File: src/rtl/pc_sequencer.sv
// pc_sequencer: instruction fetch over a req/ack memory port, instruction
// register, and next-PC selection (sequential, beq/bne, j) for the
// single-issue MIPS-subset datapath. Two-state machine: FETCH then EXEC.
module pc_sequencer #(
   parameter logic [31:0] RESET_PC = 32'h0000_0000
) (
   input  logic        clk,
   input  logic        rst,
   output logic        imem_req,
   output logic [31:0] imem_addr,
   input  logic        imem_ack,
   input  logic [31:0] imem_rdata,
   output logic [31:0] instr,
   output logic [5:0]  opcode,
   output logic [5:0]  func,
   output logic        instr_valid,
   input  logic        Jump,
   input  logic        Branch,
   input  logic        Zero,
   input  logic        stall,
   output logic [31:0] pc,
   output logic [31:0] pc_plus4,
   output logic [31:0] retired
);

   localparam logic [5:0] OP_BNE = 6'b000101;

   typedef enum logic {
      FETCH = 1'b0,
      EXEC  = 1'b1
   } state_t;

   state_t      state_reg, state_next;
   logic [31:0] pc_reg, pc_next;
   logic [31:0] instr_reg, instr_next;
   logic [31:0] retired_reg, retired_next;

   logic [31:0] seq_pc;
   logic [31:0] jump_target;
   logic [31:0] branch_offset;
   logic [31:0] branch_target;
   logic        branch_take;
   logic [31:0] target_pc;

   // Candidate next-PC values; all arithmetic wraps at 32 bits.
   assign seq_pc        = pc_reg + 32'd4;
   assign jump_target   = {seq_pc[31:28], instr_reg[25:0], 2'b00};
   assign branch_offset = {{14{instr_reg[15]}}, instr_reg[15:0], 2'b00};
   assign branch_target = seq_pc + branch_offset;

   // beq takes on Zero, bne on !Zero: the opcode simply inverts the sense.
   assign branch_take = Zero ^ (instr_reg[31:26] == OP_BNE);

   // Next-PC priority: jump beats a taken branch, which beats sequential.
   always_comb begin
      target_pc = seq_pc;
      if (Jump) begin
         target_pc = jump_target;
      end else if (Branch && branch_take) begin
         target_pc = branch_target;
      end
   end

   // State register: FSM state, PC, instruction register, retire counter.
   always_ff @(posedge clk) begin
      if (rst) begin
         state_reg   <= FETCH;
         pc_reg      <= RESET_PC;
         instr_reg   <= 32'd0;
         retired_reg <= 32'd0;
      end else begin
         state_reg   <= state_next;
         pc_reg      <= pc_next;
         instr_reg   <= instr_next;
         retired_reg <= retired_next;
      end
   end

   // Next-state logic: capture on ack in FETCH, retire on non-stalled EXEC.
   always_comb begin
      state_next   = state_reg;
      pc_next      = pc_reg;
      instr_next   = instr_reg;
      retired_next = retired_reg;
      case (state_reg)
         FETCH: begin
            if (imem_ack) begin
               instr_next = imem_rdata;
               state_next = EXEC;
            end
         end
         EXEC: begin
            if (!stall) begin
               pc_next      = target_pc;
               retired_next = retired_reg + 32'd1;
               state_next   = FETCH;
            end
         end
         default: state_next = FETCH;
      endcase
   end

   // Output decode: request only while fetching, valid only while executing,
   // both forced low during reset so a pending fetch is abandoned at once.
   always_comb begin
      imem_req    = 1'b0;
      instr_valid = 1'b0;
      if (!rst) begin
         imem_req    = (state_reg == FETCH);
         instr_valid = (state_reg == EXEC);
      end
   end

   assign imem_addr = pc_reg;
   assign pc        = pc_reg;
   assign pc_plus4  = seq_pc;
   assign instr     = instr_reg;
   assign opcode    = instr_reg[31:26];
   assign func      = instr_reg[5:0];
   assign retired   = retired_reg;

endmodule

File: config.mk
export PLATFORM = sky130hd
export DESIGN_NAME = pc_sequencer
export DESIGN_NICKNAME = d
export VERILOG_FILES = /design/src/rtl/pc_sequencer.sv
export SDC_FILE = /design/constraint.sdc
export NUM_CORES = 1
export LEC_CHECK = 0
export ABC_AREA = 0
export BUFFER_PORTS_ARGS = -buffer_cell sky130_fd_sc_hd__buf_2
export CAP_MARGIN = 20
export CORE_UTILIZATION = 49
export CTS_CLUSTER_SIZE = 20
export DETAILED_ROUTE_END_ITERATION = 8
export PLACE_DENSITY = 0.77
export SLEW_MARGIN = 20
export SYNTH_ARGS = -nofsm -noshare
export SYNTH_HDL_FRONTEND = slang
export SYNTH_SLANG_ARGS = --single-unit
File: constraint.sdc
create_clock -name clk -period 11.1 [get_ports clk]
set_clock_uncertainty 0.15 [all_clocks]
set_input_delay 1.11 -clock clk [delete_from_list [all_inputs] [get_ports clk]]
set_output_delay 1.11 -clock clk [all_outputs]
set_load 0.01 [all_outputs]
==> flow_metrics.tcl, run 1 <==
set metrics [dict create \
    status "completed" \
    cts_setup_buffers 0 \
    grt_max_degree 62 \
    grt_pass1_vias 6404 \
    p_leak_nw 3.80 \
    gr-total-overflow 0 \
    setup_violations 0 \
    yosysMostFrequentCell "nand2_1" \
    nNetsFinal 1131 \
    hp-class "reg -> reg" \
    crit_path_start_kind "register" \
    worstMarginPinSlew_ps 794 \
    rsz0062_at_grt "false" \
    synthAdderAreaFrac_pct 6.98 \
    vias 7056 \
    power_frac_clock_pct 38.2 \
    synthSimpleGateAreaFrac_pct 25.6 \
    fp.dieW_um 121 \
    cts_buffers 9 \
    synth_area_leaders "dfxtp_1, nand2_1, a21oi_1" \
    clock_path_buffers 2 \
    multi_input_area_mm2 0.00443 \
    synthToLayoutAreaGrowth_pct 15.4 \
    synth_compound_area_share_pct 20.7 \
    insertion_delay_ps 360 \
    crit_required_ps 11180 \
    drc 0 \
    die-area_mm2 0.0146 \
    synth_cell_types 79 \
    hold_violations 0 \
    regArea_mm2 0.00190 \
    wl_per_cell_um 17.6 \
    reg2reg_depth 15 \
    fin_crit_ps 4520 \
    synth_cells 914 \
    regToRegStartpoint "imem_addr[2]" \
    synth_top_family_by_area "simple AND/OR/NAND/NOR gates" \
    clock-sinks 95 \
    yosysSeqAreaShare_pct 27.5 \
    period_share_pct 40.7 \
    synth-seq-cells 95 \
    n_antenna_cell 0 \
    cp_slowest_stage_delay_ps 460 \
    synth_edf_count 0 \
    h-tree-depth 3 \
    arrival_ps 4600 \
    seqPwrFrac_pct 45.0 \
    synth-main-ff-cell "dfxtp_1" \
    crit_fanout 8 \
    p_int_mw 0.561 \
    power_frac_comb_pct 16.8 \
    synth_common_cells "nand2_1, a21oi_1, dfxtp_1" \
    setup_tns_ps 0 \
    syn_avg_cell_area_um2 7.58 \
    dp_hpwl_um 16200 \
    drt_iter0_drc 414 \
    synth_top_cell_by_area "dfxtp_1" \
    ant_nets 0 \
    die_y_um 121 \
    hp-start "instr[17]" \
    synth_top_area_share_pct 27.5 \
    cts_root_buf "clkbuf_16" \
    yosysWarnings 0 \
    synth_mux_area_share_pct 1.05 \
    vdd_ir_drop_max_uv 83.2 \
    relSlewSlack_pct 46.9 \
    port_buffers 206 \
    async_flop_share_pct 0 \
    synth_area_mm2 0.00692 \
    clk_pin_slew_ps 70 \
    cts_tree "done" \
    grt_first_pass_wirelength_um 33700 \
    drive_above_1_share_pct 24.7 \
    power_density_mw_per_mm2 103 \
    hold_buffers 0 \
    antenna_found_initial 0 \
    path_class "reg -> reg" \
    drv_cap 0 \
    first_pass_iters 5 \
    switchingPower_mw 0.261 \
    start_util_pct 50.1 \
    track_usage_pct 29.5 \
    placementRows 43 \
    p_sw_share_pct 31.8 \
    wl_um 21800 \
    synth_xor_area_share_pct 9.34 \
    crit_start "imem_addr[2]" \
    cpMaxStageDelayCell "or2_1" \
    post_cts_resized 0 \
    via_per_inst 5.69 \
    whs_ps 316 \
    slew_viol_final 0 \
    pin_count 213 \
    crit_chain "ha_1 -> nand4_1 -> or2_1 -> nor4_2 -> nand2_1 -> xnor2_1 -> ha_1 -> a21o_1 -> o21bai_2 -> a211oi_1 -> or2_1 -> mux2i_1 -> nor3_2 -> mux2i_1 -> mux2_1" \
    min_path_cells 2 \
    total_power_mw 0.823 \
    fmax_ghz 0.221 \
    endpoint_kind "register" \
    final.fill_count 1333 \
    core_mm2 0.0138 \
    place_congestion 0.954 \
]
[cells by family after synthesis]
group                      count (synthesis)
and+or+nand+nor                          373
muxes                                      7
buffers and inverters                    102
DFF                                       95
other                                      1
adders and majority gates                 38
xor gates and xnor gates                  73
AOI/OAI and AO/OA                        225
[routing by layer]
layer	global-route usage [%]	wire (um)	vias to the layer above
met5	0	0	-
met2	49.0	10200	302
met3	6.06	1610	55
met4	13.7	747	0
met1	36.4	9230	3234
li1	-	-	3465
[final timing paths]
path              slack [ps]            end
setup reg to reg        6580  imem_addr[31]
setup / recovery        6580  imem_addr[31]
hold reg to reg          320      instr[17]
hold / removal           320      instr[17]
[critical path: cells and delay by family, from the launching register on]
kind                     cells  cell delay (ps)
AO/OA/AOI/OAI                3              700
AND/OR/NAND/NOR              6             1520
XOR/XNOR                     1              320
flip-flops                   1              450
adder cells (fa/ha/maj)      2              610
multiplexers                 3              640
[power groups by stage]
| stage | registers (mW) | logic [mW] | clock network, mW |
|---|---|---|---|
| global placement | 0.377 | 0.136 | 0 |
| detailed placement | 0.378 | 0.137 | 0 |
| global route | 0.372 | 0.152 | 0.334 |
| CTS | 0.370 | 0.138 | 0.319 |
| floorplan | 0.377 | 0.0952 | 0 |
| finish | 0.370 | 0.138 | 0.314 |
[per-stage QoR]
step	util, %	instances	setup WS [ps]	area [um^2]
after global routing	57.8	1239	6290	7990
after global placement	55.7	1223	6860	7690
final	57.8	1239	6580	7990
after detailed placement	55.7	1223	6690	7690
after CTS	57.8	1239	6640	7990
after floorplan	-	919	6990	6940
[placed cells by master, fill, tap and decap left out, types with 5 or more instances in the layout]
| master | count |
|---|---|
| a211oi_1 | 8 |
| a21o_1 | 22 |
| a21oi_1 | 95 |
| a31oi_1 | 9 |
| and3_1 | 13 |
| buf_2 | 205 |
| buf_4 | 8 |
| clkbuf_16 | 9 |
| conb_1 | 6 |
| dfxtp_1 | 94 |
| ha_1 | 37 |
| inv_1 | 13 |
| mux2i_1 | 5 |
| nand2_1 | 158 |
| nand2b_1 | 5 |
| nand3_1 | 32 |
| nand4_1 | 19 |
| nor2_1 | 78 |
| nor2b_1 | 6 |
| nor3_1 | 13 |
| nor4_1 | 5 |
| o211ai_1 | 11 |
| o21ai_0 | 31 |
| o21ai_1 | 6 |
| or3_1 | 11 |
| xnor2_1 | 32 |
| xor2_1 | 40 |
[area by class of cell]
type / instances / area share, %
timing repair buffer: 213 / 13.6
clock inverter: 7 / 0.830
sequential: 95 / 23.8
clock buffer: 9 / 2.82
multi-input combinational: 722 / 55.5
inverter: 13 / 0.611
tap: 180 / 2.82
No activity file was read; power rests on OpenSTA's default activity.
==> inputs of run 2 (changes only) <==
--- a/config.mk
+++ b/config.mk
@@ -8,10 +8,10 @@
 export ABC_AREA = 0
 export BUFFER_PORTS_ARGS = -buffer_cell sky130_fd_sc_hd__buf_2
 export CAP_MARGIN = 20
-export CORE_UTILIZATION = 49
+export CORE_UTILIZATION = 48
 export CTS_CLUSTER_SIZE = 20
 export DETAILED_ROUTE_END_ITERATION = 8
-export PLACE_DENSITY = 0.77
+export PLACE_DENSITY = 0.78
 export SLEW_MARGIN = 20
 export SYNTH_ARGS = -nofsm -noshare
 export SYNTH_HDL_FRONTEND = slang
==> constraint.sdc (replaced) <==
create_clock -name clk -period 4.1 [get_ports clk]
set_clock_uncertainty 0.15 [all_clocks]
set_input_delay 0.41 -clock clk [delete_from_list [all_inputs] [get_ports clk]]
set_output_delay 0.41 -clock clk [all_outputs]
set_load 0.01 [all_outputs]
==> run 2 against run 1 <==
Sequential share of layout area down 1.4 points. Non-clock buffer count rose by 38. Largest power group unchanged. Hold slack worse by 180 ps. Critical path type unchanged. Clock power rose to 3.2 times the previous value. Die area is 2.0% higher. Cell area is 6.8% higher. Via count rose by 4.6%. Critical endpoint unchanged. Wire length up 4.2%. Register-to-register slack lost 6400 ps.
==> flow_metrics.tcl, run 2 (same netlist as run 1, synthesis figures left out) <==
set metrics [dict create \
    relSlewSlack_pct 36.2 \
    fmax_ghz 0.253 \
    power_frac_clock_pct 41.4 \
    n_antenna_cell 0 \
    crit_path_start_kind "register" \
    h-tree-depth 3 \
    arrival_ps 4040 \
    antenna_found_initial 0 \
    power_density_mw_per_mm2 282 \
    clock_path_buffers 2 \
    place_congestion 0.952 \
    cts_buffers 9 \
    pin_count 213 \
    clock-sinks 95 \
    grt_first_pass_wirelength_um 34600 \
    fp.dieW_um 122 \
    endpoint_kind "register" \
    crit_start "imem_addr[3]" \
    synthToLayoutAreaGrowth_pct 23.2 \
    slew_viol_final 0 \
    clk_pin_slew_ps 80 \
    p_leak_nw 4.12 \
    vias 7381 \
    start_util_pct 49.5 \
    power_frac_comb_pct 17.1 \
    vdd_ir_drop_max_uv 309 \
    seqPwrFrac_pct 41.5 \
    hp-class "in -> reg" \
    grt_pass1_vias 6708 \
    layoutNonFillerInstCount 1277 \
    fin_util_pct 61.0 \
    status "completed" \
    wl_per_cell_um 17.8 \
    via_per_inst 5.78 \
    design_area_mm2 0.00853 \
    hp-start "imem_rdata[19]" \
    port_buffers 206 \
    cts_tree "done" \
    drive_above_1_share_pct 29.9 \
    worstMarginPinSlew_ps 957 \
    period_share_pct 96.5 \
    placed_cell_area_mm2 0.00794 \
    placementRows 43 \
    cts_root_buf "clkbuf_16" \
    setup_tns_ps 0 \
    final_common_cell "buf_2" \
    crit_required_ps 4180 \
    setup_violations 0 \
    drt_iter0_drc 520 \
    hold_buffers 0 \
    drv_cap 0 \
    wl_um 22700 \
    die-area_mm2 0.0149 \
    grt_max_degree 63 \
    insertion_delay_ps 350 \
    ant_nets 0 \
    drc 0 \
    track_usage_pct 30.0 \
    first_pass_iters 6 \
    path_class "reg -> reg" \
    switchingPower_mw 0.688 \
    dp_hpwl_um 16900 \
    place_inst 1254 \
    mostFrequentLayoutCells "buf_2, nand2_1, a21oi_1" \
    gr-total-overflow 0 \
    fin_crit_ps 3960 \
    regToRegStartpoint "imem_addr[3]" \
    crit_fanout 7 \
    total_power_mw 2.40 \
    p_int_mw 1.72 \
    hold_violations 0 \
    die_y_um 122 \
    p_sw_share_pct 28.6 \
    nNetsFinal 1169 \
    core_mm2 0.0140 \
]
## run 2: worst max-delay path, cell delays in order, from the launching register on
cell and delay (ps):
dfxtp_1 330, ha_2 180, nand4_1 160, or2_4 330, buf_4 160, nor4_2 300, xnor2_1 190, inv_1 100
ha_1 340, a21oi_2 230, o21ai_4 110, nor2_4 170, a2111oi_4 100, a31o_1 240, nor3_2 180, mux2i_1 240
mux2_1 330
## run 2: worst paths after layout
| check | end | slack [ps] | cells past startpoint |
|---|---|---|---|
| min | instr[19] | 140 | 3 |
| min reg2reg | instr[24] | 330 | 2 |
| max | imem_addr[31] | 140 | 16 |
| max reg2reg | imem_addr[31] | 140 | 16 |
## run 2: area by class of cell
type	count	area [um^2]
fill	1282	5460
multi-input combinational	722	4620
sequential	95	1910
timing repair buffer	251	1370
clock buffer	9	225
tap	180	225
clock inverter	7	125
inverter	13	48.8
## run 2: power by group through the flow
| stage | sequential, mW | combinational (mW) | clock, mW |
|---|---|---|---|
| after CTS | 0.995 | 0.403 | 1.01 |
| after detailed placement | 1.02 | 0.401 | 0 |
| after floorplan | 1.02 | 0.258 | 0 |
| final | 0.997 | 0.412 | 0.995 |
| after global routing | 1.00 | 0.452 | 1.05 |
| after global placement | 1.01 | 0.401 | 0 |
## run 2: layer usage
metal | track usage, % | wire length, um
met5 | 0 | 0
met4 | 13.6 | 872
met3 | 4.92 | 1610
met2 | 50.2 | 10800
met1 | 37.5 | 9400
## run 2: per-stage QoR
stage | hold WS, ps | worst slack (ps)
after floorplan | 338 | 70.0
after global placement | 309 | 168
after detailed placement | 317 | 57.0
after CTS | 129 | 42.0
after global routing | 145 | -12.1
final | 140 | 142
## run 2: timing repair
item / CTS / global route
buffers inserted: 0 / 7
setup endpoints to repair: 0 / 5
resized for setup: 0 / 35
==> inputs of run 3 (changes only) <==
==> constraint.sdc (replaced) <==
create_clock -name clk -period 3.3 [get_ports clk]
set_clock_uncertainty 0.15 [all_clocks]
set_input_delay 0.33 -clock clk [delete_from_list [all_inputs] [get_ports clk]]
set_output_delay 0.33 -clock clk [all_outputs]
set_load 0.01 [all_outputs]
==> run 3 against run 2 <==
The flow now finishes with violations (negative setup slack). Clock power grew 17%. Global-route usage grew 2.3 points. Critical path depth shrank 1. Critical endpoint unchanged. Largest cell class unchanged.
==> flow_metrics.tcl, run 3 (same netlist as run 1, synthesis figures left out) <==
set metrics [dict create \
    cts_tree "done" \
    regToRegStartpoint "imem_addr[8]" \
    dp_hpwl_um 18200 \
    relSlewSlack_pct 43.8 \
    crit_path_start_kind "register" \
    placementRows 43 \
    power_frac_clock_pct 38.2 \
    p_sw_share_pct 30.8 \
    track_usage_pct 32.3 \
    r2r_setup_slack_ps -350 \
    slew_viol_final 0 \
    hp-class "in -> reg" \
    violations "negative setup slack" \
    cts_root_buf "clkbuf_16" \
    drive_above_1_share_pct 43.8 \
    power_frac_comb_pct 21.5 \
    pin_count 213 \
    n_antenna_cell 0 \
    arrival_ps 3760 \
    crit_required_ps 3410 \
    power_density_mw_per_mm2 301 \
    period_share_pct 111 \
    core_mm2 0.0140 \
    grt_max_degree 43 \
    seqPwrFrac_pct 40.3 \
    cp_top_family "simple AND/OR/NAND/NOR gates" \
    ant_nets 0 \
    status "finished with violations" \
    crit_top_cell "mux2i_1" \
    start_util_pct 49.5 \
    cts_buffers 9 \
    endpoint_kind "register" \
    worstMarginPinSlew_ps 842 \
    die-area_mm2 0.0149 \
    port_buffers 206 \
    synthToLayoutAreaGrowth_pct 45.8 \
    antenna_found_initial 1 \
    grt_first_pass_wirelength_um 37500 \
    place_inst 1373 \
    nNetsFinal 1301 \
    p_leak_nw 4.97 \
    clock-sinks 95 \
    clk_pin_slew_ps 80 \
    setup_tns_ps -3010 \
    fin_crit_ps 3650 \
    holdPathEnd "instr[2]" \
    hold_buffers 0 \
    vdd_ir_drop_max_uv 268 \
    min_path_cells 3 \
    mostFrequentLayoutCells "buf_2, buf_4, nand2_1" \
    layoutNonFillerInstCount 1409 \
    via_per_inst 5.77 \
    place_congestion 0.950 \
    insertion_delay_ps 360 \
    hold_violations 0 \
    hp-start "imem_rdata[2]" \
    crit_fanout 4 \
    rsz0062_at_grt "true" \
    cpMaxStageDelayCell "dfxtp_2" \
    path_class "reg -> reg" \
    switchingPower_mw 0.935 \
    setup_violations 16 \
    p_int_mw 2.11 \
    rr_endpoint "imem_addr[31]" \
    final_common_cell "buf_2" \
    drc 0 \
    gr-total-overflow 0 \
    cp_slowest_stage_delay_ps 340 \
    first_pass_iters 6 \
    vias 8128 \
    die_y_um 122 \
    drv_cap 0 \
    grt_pass1_vias 7407 \
    fmax_ghz 0.274 \
    wl_per_cell_um 18.0 \
    crit_buf_inv 1 \
    clock_path_buffers 2 \
    drt_iter0_drc 642 \
    wl_um 25400 \
    h-tree-depth 3 \
    crit_chain "nand4_1 -> buf_4 -> nor3_4 -> nand3_2 -> or2_4 -> xnor2_2 -> ha_1 -> nand2_1 -> a21oi_2 -> nor2_4 -> a211oi_2 -> mux2i_1 -> nor3_2 -> mux2i_1 -> mux2_1" \
    final.fill_count 1100 \
    reg2reg_depth 15 \
    fp.dieW_um 122 \
    whs_ps 51.2 \
    layout_setup_ws_ps -352 \
]
run 3: layout make-up:
class                   count  area, um^2  area share [%]
well taps                 180         225            2.23
inverters                  13        48.8           0.483
multi-input cells         722        5160            51.2
flip-flops and latches     95        1920            19.0
clock buffers              10         250            2.48
clock inverters             6        71.3           0.706
repair buffers            383        2410            23.9
run 3: repair_timing:
action | CTS | global route
setup endpoints to repair | 17 | 20
resized for setup | 42 | 84
pin swaps | 29 | 51
setup buffers | 7 | 13
run 3: worst reg2reg max path: stages (launching register included):
cell and delay (ps):
dfxtp_2 340, nand4_1 160, buf_4 200, nor3_4 290
nand3_2 160, or2_4 320, xnor2_2 160, ha_1 310
nand2_1 130, a21oi_2 230, nor2_4 80, a211oi_2 180
mux2i_1 120, nor3_2 180, mux2i_1 210, mux2_1 330
run 3: per-stage QoR:
step           power, mW  area [um^2]  util [%]  setup slack [ps]
6_report            3.04        10100      72.2              -352
5_1_grt             3.15        10100      72.2              -500
4_1_cts             3.00         9560      68.4              -218
3_5_place_dp        1.83         8980      64.2              -372
3_3_place_gp        1.83         8980      64.2              -291
2_1_floorplan       1.59         7110         -              -374
run 3: metal layers:
layer  part of all wire (%)  vias up  global-route usage, %
met2                     48      444                   52.9
met5                      0        -                      0
met3                    8.0       97                   5.62
met1                     39     3801                   40.3
li1                       -     3786                      -
met4                    4.8        0                   17.1
run 3: worst max-delay path by stage:
stage | endpoint | depth (start not counted) | startpoint | slack, ps
after floorplan | imem_addr[31] | 14 | imem_addr[12] | -370
after global placement | imem_addr[31] | 15 | imem_addr[2] | -290
after detailed placement | imem_addr[31] | 16 | imem_addr[14] | -370
after CTS | imem_addr[31] | 15 | imem_addr[2] | -220
after global routing | imem_addr[31] | 15 | imem_addr[2] | -500
final | imem_addr[31] | 15 | imem_addr[8] | -350
run 3: power by group through the flow:
stage	registers, mW	clock network [mW]	logic [mW]
after floorplan	1.27	0	0.325
after global placement	1.25	0	0.579
after detailed placement	1.25	0	0.585
after CTS	1.22	1.17	0.600
after global routing	1.23	1.22	0.701
final	1.23	1.16	0.654
